$ cat src/rtl/cmb_event_capture.sv
`default_nettype none
// ============================================================================
// Module   : cmb_event_capture
// Purpose  : Samples the cmb_comb result pads, queues timestamped change events
//            in a show-ahead FIFO and flags/counts overflow drops.
// Options  : define CMB_CAP_DROP_CNT_EN to build the saturating drop counter.
// Revision : 1.0 - initial release
// ============================================================================
module cmb_event_capture #(
    parameter int DEPTH = 8,
    parameter int TS_W  = 12
) (
    input  logic                      clk_pad,
    input  logic                      rst_pad,
    input  logic                      sample_pad,
    input  logic                      q_pad,
    input  logic                      r_pad,
    input  logic                      s_pad,
    input  logic                      t_pad,
    output logic                      evt_valid_pad,
    input  logic                      evt_ready_pad,
    output logic [TS_W+3:0]           evt_data_pad,
    output logic [$clog2(DEPTH):0]    count_pad,
    output logic                      ovf_pad,
    output logic [7:0]                drop_cnt_pad
);

    localparam int              C_PW   = $clog2(DEPTH);
    localparam int              C_CW   = C_PW + 1;
    localparam logic [C_CW-1:0] C_FULL = C_CW'(DEPTH);

    localparam logic [0:0] C_ST_INIT = 1'b0;
    localparam logic [0:0] C_ST_RUN  = 1'b1;

    logic [0:0]      state_q;
    logic [0:0]      state_d;
    logic [3:0]      vec;
    logic [3:0]      prev_q;
    logic [3:0]      prev_d;
    logic            upd_prev;
    logic            push_req;
    logic [TS_W-1:0] ts_q;

    logic [TS_W+3:0] mem_q [DEPTH];
    logic [C_PW-1:0] wr_ptr_q;
    logic [C_PW-1:0] rd_ptr_q;
    logic [C_CW-1:0] count_q;
    logic            ovf_q;

    logic            full;
    logic            pop;
    logic            push_ok;
    logic            drop;

    assign vec = {t_pad, s_pad, r_pad, q_pad};

    // ------------------------------------------------------------------
    // Change-detect FSM
    // ------------------------------------------------------------------
    always_ff @(posedge clk_pad) begin
        if (rst_pad) begin
            state_q <= C_ST_INIT;
            prev_q  <= 4'b0000;
        end else begin
            state_q <= state_d;
            prev_q  <= prev_d;
        end
    end

    always_comb begin
        state_d = state_q;
        case (state_q)
            C_ST_INIT: if (sample_pad) state_d = C_ST_RUN;
            C_ST_RUN:  state_d = C_ST_RUN;
            default:   state_d = C_ST_INIT;
        endcase
    end

    // The baseline follows every differing sample, even when the event is dropped.
    always_comb begin
        upd_prev = 1'b0;
        push_req = 1'b0;
        case (state_q)
            C_ST_INIT: upd_prev = sample_pad;
            C_ST_RUN: begin
                upd_prev = sample_pad && (vec != prev_q);
                push_req = sample_pad && (vec != prev_q);
            end
            default: begin
                upd_prev = 1'b0;
                push_req = 1'b0;
            end
        endcase
    end

    assign prev_d = upd_prev ? vec : prev_q;

    always_ff @(posedge clk_pad) begin
        if (rst_pad) begin
            ts_q <= '0;
        end else begin
            ts_q <= ts_q + TS_W'(1);
        end
    end

    // ------------------------------------------------------------------
    // Show-ahead event FIFO
    // ------------------------------------------------------------------
    assign full          = (count_q == C_FULL);
    assign evt_valid_pad = (count_q != '0);
    assign pop           = evt_valid_pad && evt_ready_pad;
    assign push_ok       = push_req && (!full || pop);
    assign drop          = push_req && full && !pop;

    // Storage is not reset; the output gate below hides stale entries.
    always_ff @(posedge clk_pad) begin
        if (push_ok) begin
            mem_q[wr_ptr_q] <= {ts_q, vec};
        end
    end

    always_ff @(posedge clk_pad) begin
        if (rst_pad) begin
            wr_ptr_q <= '0;
            rd_ptr_q <= '0;
            count_q  <= '0;
            ovf_q    <= 1'b0;
        end else begin
            if (push_ok) wr_ptr_q <= wr_ptr_q + C_PW'(1);
            if (pop)     rd_ptr_q <= rd_ptr_q + C_PW'(1);
            case ({push_ok, pop})
                2'b10:   count_q <= count_q + C_CW'(1);
                2'b01:   count_q <= count_q - C_CW'(1);
                default: count_q <= count_q;
            endcase
            if (drop) ovf_q <= 1'b1;
        end
    end

    assign evt_data_pad = evt_valid_pad ? mem_q[rd_ptr_q] : '0;
    assign count_pad    = count_q;
    assign ovf_pad      = ovf_q;

`ifdef CMB_CAP_DROP_CNT_EN
    logic [7:0] drop_cnt_q;

    always_ff @(posedge clk_pad) begin
        if (rst_pad) begin
            drop_cnt_q <= 8'h00;
        end else if (drop && (drop_cnt_q != 8'hFF)) begin
            drop_cnt_q <= drop_cnt_q + 8'h01;
        end
    end

    assign drop_cnt_pad = drop_cnt_q;
`else
    assign drop_cnt_pad = 8'h00;
`endif

endmodule
`default_nettype wire

$ cat config.mk
export PLATFORM = sky130hd
export DESIGN_NAME = cmb_event_capture
export DESIGN_NICKNAME = d
export VERILOG_FILES = /design/src/rtl/cmb_event_capture.sv
export SDC_FILE = /design/constraint.sdc
export NUM_CORES = 1
export LEC_CHECK = 0
export BUFFER_PORTS_ARGS = -buffer_cell sky130_fd_sc_hd__clkbuf_2
export CAP_MARGIN = 20
export CORE_MARGIN = 2
export CORE_UTILIZATION = 25
export DETAILED_ROUTE_END_ITERATION = 8
export GPL_ROUTABILITY_DRIVEN = 0
export PLACE_DENSITY = 0.46
export SYNTH_ARGS = -nofsm -noshare
export SYNTH_HDL_FRONTEND = slang
export SYNTH_SLANG_ARGS = --single-unit
$ cat constraint.sdc
create_clock -name clk_pad -period 3.8 [get_ports clk_pad]
set_input_delay 0.19 -clock clk_pad [delete_from_list [all_inputs] [get_ports clk_pad]]
set_output_delay 0.19 -clock clk_pad [all_outputs]
set_load 0.01 [all_outputs]
After elaboration in Yosys (flattened, before gate mapping)
Memory sizes are Yosys's and may differ from the RTL's. A register that Yosys moved wholly into a read port is not among the register bits.
Index checks and enable logic that the tools add are counted.
{"block": "classes", "shifts": 0, "n_lt_le_gt_ge": 0, "n_reduce_logical": 10, "muxes": 10, "eq_ne": 4, "addsub": 5, "mul": 0, "n_div": 0, "n_bitwise": 1}
{"cell": "2-to-1 mux 16 bit", "n": 1}
{"cell": "adder 12 x 1 -> 12 bit, second input constant", "n": 1}
{"cell": "case mux 4 bit (2 select lines)", "n": 1}
{"cell": "adder 3 x 1 -> 3 bit, second input constant", "n": 2}
{"cell": "2-to-1 mux 3 bit", "n": 2}
{"cell": "logical AND 1 bit", "n": 5}
{"cell": "adder 4 x 1 -> 4 bit, second input constant", "n": 1}
{"cell": "== test 4 bit, second input constant", "n": 1}
{"cell": "2-to-1 mux 1 bit", "n": 4}
{"cell": "!= test 4 bit", "n": 1}
{"cell": "case mux 1 bit (2 select lines)", "n": 2}
{"cell": "nonzero test 4 bit", "n": 1}
{"cell": "subtractor 4 x 1 -> 4 bit, second input constant", "n": 1}
{"cell": "== test 2 x 1 -> 1 bit, second input constant", "n": 1}
{"cell": "== test 2 bit, second input constant", "n": 1}
{"cell": "zero test 1 bit", "n": 2}
{"cell": "nonzero test 2 bit", "n": 1}
{"cell": "logical OR 1 bit", "n": 1}
{"cell": "NOT 1 bit", "n": 1}
{"block": "word_totals", "latchBits": 0, "mem_count": 1, "in_bits": 8, "ramBits": 128, "out_inout_bits": 30, "ff_bits": 28, "wordCells": 38, "romBits": 0}
{"name": "mem_q", "depth": 8, "word_bits": 16, "read_ports": 1, "rd_ports_with_merged_regs": 1, "wr": 1, "line_no": "44", "text": "logic [TS_W+3:0] mem_q [DEPTH];"}

Depth between registers and ports, before layout
{"block": "depth", "ltp_word": 6, "depth_mapped": 10, "mapped_depth_nobuf": 10}

Worst setup path before layout
OpenSTA, ideal clock, no wires.
{"block": "synth_path", "kind": "flip-flop to flip-flop", "start": "register prev_q[3]", "end": "memory mem_q[0][0] in the netlist's numbering, enable pin", "setup_time_ns": 0.430, "setup_slack_ns": 0.795, "period_less_slack_ns": 3.005, "arrival_time_ns": 2.574, "path_stages_with_launch": 5, "cell_sequence": "dfxtp_1 xnor2_1 a41oi_4 nand2_1 nor4_1"}
{"block": "synth_between", "elab_chain_cells": 6}
{"element": "start: declaration", "line_no": "38", "text": "logic [3:0] prev_q;"}
{"element": "start signal: assignment", "line_no": "66", "text": "prev_q <= prev_d;"}
{"element": "!= test 4 bit", "line_no": "87", "text": "push_req = sample_pad && (vec != prev_q);"}
{"element": "logical AND 1 bit", "line_no": "87"}
{"element": "2-to-1 mux 1 bit", "line_no": "83", "text": "case (state_q)"}
{"element": "logical AND 1 bit", "line_no": "112", "text": "assign push_ok = push_req && (!full || pop);"}
{"element": "2-to-1 mux 1 bit", "line_no": "117", "text": "if (push_ok) begin"}
{"element": "2-to-1 mux 1 bit (not written as such)", "line_no": "118", "text": "mem_q[wr_ptr_q] <= {ts_q, vec};"}
{"element": "end: declaration", "line_no": "44"}
Every way passes these cells.

==> results.yml <==
hold_path:
  min_to: "mem_q[3][2]$_DFFE_PP_"
  hold_class: "in2reg"
  hold_depth: 1
  hp-start: "s_pad"
synthesis:
  ys_types: 38
  synth_area_leaders: "edfxtp_1 (61%), mux4_2 (11%), dfxtp_1 (9.8%)"
  synth_area_um2: 6320
  syn_inst: 363
  synth_top_family_by_area: "multiplexers"
  synth_top_cell_by_area: "edfxtp_1"
  synth_simple_gate_area_share_pct: 6.16
  synth_compound_area_share_pct: 1.47
  synth-xor-area-share_pct: 2.36
  ys.flop_type: "edfxtp_1"
  postSynthAreaPerCell_um2: 17.4
  yosysWarningCount: 0
  synthMostInstantiatedCell: "edfxtp_1"
  ys_top_cells_by_count: "edfxtp_1 (128), nor2_1 (44), mux4_2 (32)"
  muxShareOfSynthArea_pct: 15.7
  seq_area_frac_synth_pct: 70.7
  synth_edf_count: 128
  synthArstFlopShare_pct: 0
  synth_top_cell_area_share_pct: 60.8
  yosys_register_bits: 159
  synthAdderAreaFrac_pct: 1.31
final_layout:
  diodes: 0
  fillers: 2495
  final-seq-area_um2: 4470
  syn_to_final_growth_pct: 18.8
  layout-drive-gt1-share_pct: 28.8
  fin_nets: 426
  multi_input_area_um2: 1760
critical_path:
  rr_endpoint: "count_pad[3]$_SDFFE_PP0P_"
  critical_path_required_ns: 3.61
  r2r_slack_ns: 1.23
  critPathMaxFanout: 17
  max_stage_delay_ns: 0.76
  arrival_ns: 2.53
  path_class: "reg2out"
  cp_cell_sequence: "buf_4 > mux4_2 > mux2i_1 > nor2_1 > clkbuf_2"
  slowest_stage: "dfxtp_2"
  startpoint_type: "register"
  r2r-start: "count_pad[0]$_SDFFE_PP0P_"
  worstRegToRegCells: 11
  cp-end-kind: "output port"
cts:
  cts_resized: 0
  clock_sinks: 159
  path_clk_slew_ns: 0.06
  post_cts_buffers: 0
  cts-htree-levels: 4
  cts_tree: "done"
  cts_buffers: 17
  hold_buffers: 0
  clockBufferDepth: 2
  clk_latency_ns: 0.42
  cts_root_buf: "clkbuf_16"
timing:
  hold_violations: 0
  grt_setup_unrepaired: "no"
  fmax_mhz: 368
  clock_skew_ns: 0.0104
  finalSetupViolCount: 0
  fin_crit_ns: 2.72
  worst_slew_pin_slew_ns: 1.01
  slew_headroom_pct: 32.6
  drv_slew: 0
  min_period_over_period_pct: 71.6
  tns_ns: 0
run:
  drv_cap: 0
floorplan:
  coreArea_um2: 25000
  dieHeight_um: 163
  rows: 58
  start_util_pct: 25.3
  pin_count: 38
  fp.dieW_um: 163
  die_area_um2: 26600
global_routing:
  grt_usage_pct: 9.81
  grt_overflow_total: 0
  gr-max-usage-layer: "met2"
  grt_pass1_vias: 3323
  use_met3_pct: 2.72
  grt_use_met2_pct: 16.4
  antenna_found_initial: 0
  grt_max_degree: 31
  use_met1_pct: 12.2
  grt_pass1_wl_um: 19000
route:
  detail_route.wl_per_cell_um: 16.3
  finalWirelength_um: 12300
  num_vias: 3152
  firstDrtPassIters: 4
  vias_per_cell: 4.18
  drtIter0Drc: 165
  drtAntennaViolNets: 0
  drc: 0
power_and_ir_drop:
  p_per_area_nw_per_um2: 611
  ir_drop_mv: 0.376
  p_seq_share_pct: 44.0
  p_leak_nw: 2.47
  switching_share_pct: 27.9
  power_mw: 4.59
  intPower_mw: 3.31
  p_sw_mw: 1.28
  combinationalPowerShare_pct: 20.0
  pwr-share-clk_pct: 36.0
placed_design:
  portBuffers: 29
  dpl.hpwl_um: 7780
status:
  status: "finished clean"
state kept, by name (all words and copies together), names as in the netlist, named ones only:
signal     cells
mem_q        128
ts_q          12
count_pad      4
prev_q         4
rd_ptr_q       3
wr_ptr_q       3
ovf_pad        1
state_q        1
kinds of logic after synthesis:
family                   Yosys count
XOR/XNOR                          17
AO/OA/AOI/OAI                     12
buffers and inverters             27
adder cells (fa/ha/maj)            6
AND/OR/NAND/NOR                   83
other                              1
multiplexers                      58
flip-flops                       159
stage by stage:
step,cell area (um2),worst slack (ns),util [%],std cells,hold slack [ns]
finish,7510,1.08,30.1,754,0.114
CTS,7510,0.953,30.1,754,0.0955
global route,7510,0.846,30.1,754,0.115
global placement,6920,1.27,27.7,723,0.454
floorplan,6340,0.795,-,370,0.289
detailed placement,6920,1.22,27.7,723,0.468
worst max path at each step:
stage,from,endpoint,slack (ns),cells past startpoint
finish,register,evt_data_pad[14],1.08,5
CTS,register,evt_data_pad[14],0.95,5
global route,register,evt_data_pad[11],0.85,5
detailed placement,count_pad[0]$_SDFFE_PP0P_,count_pad[3]$_SDFFE_PP0P_,1.22,11
global placement,count_pad[0]$_SDFFE_PP0P_,count_pad[3]$_SDFFE_PP0P_,1.27,11
floorplan,prev_q[3]$_SDFFE_PP0P_,mem_q[0][0]$_DFFE_PP_,0.80,4
critical path, delay by kind of cell, from the launching register on:
family / cells / cell delay (ns)
AND/OR/NAND/NOR: 1 / 0.08
buffers and inverters: 2 / 0.57
flip-flops: 1 / 0.76
multiplexers: 2 / 0.69
placed cells by master, fill, tap and decap left out, types with 3 or more instances in the layout:
| master | synthesis | layout |
|---|---|---|
| nor2_1 | 44 | 44 |
| inv_6 | 0 | 4 |
| inv_1 | 4 | 4 |
| buf_4 | 11 | 16 |
| clkbuf_2 | 0 | 29 |
| nor3_1 | 7 | 3 |
| xnor2_1 | 11 | 11 |
| edfxtp_1 | 128 | 128 |
| or3_1 | 3 | 3 |
| nand3_1 | 9 | 9 |
| mux2i_1 | 23 | 23 |
| nor3_2 | 0 | 4 |
| clkbuf_16 | 0 | 17 |
| clkinv_4 | 0 | 5 |
| a21oi_1 | 5 | 5 |
| mux4_2 | 32 | 32 |
| o21ai_0 | 3 | 3 |
| nor2b_1 | 3 | 3 |
| conb_1 | 1 | 8 |
| dfxtp_1 | 31 | 30 |
| nand2_1 | 8 | 8 |
| xor2_1 | 6 | 6 |
| ha_1 | 5 | 5 |
layout make-up:
type	instances	share of cell area (%)
multi-input combinational	184	23.5
tap	330	5.50
inverter	5	0.250
clock buffer	17	5.67
clock inverter	14	2.12
sequential	159	59.5
timing repair buffer	45	3.53
metal layers:
| layer | part of all wire (%) | wire length (um) |
|---|---|---|
| met4 | 1.0 | 128 |
| met3 | 3.1 | 382 |
| met2 | 50 | 6120 |
| met5 | 0 | 0 |
| met1 | 46 | 5700 |
power groups by stage:
stage	Combinational [mW]	Clock (mW)	Sequential (mW)
2_1_floorplan	0.645	0	2.01
6_report	0.917	1.65	2.02
4_1_cts	0.949	1.70	2.02
3_3_place_gp	0.937	0	2.05
3_5_place_dp	0.948	0	2.06
5_1_grt	1.01	1.77	2.03
(Power assumes the default switching activity.)
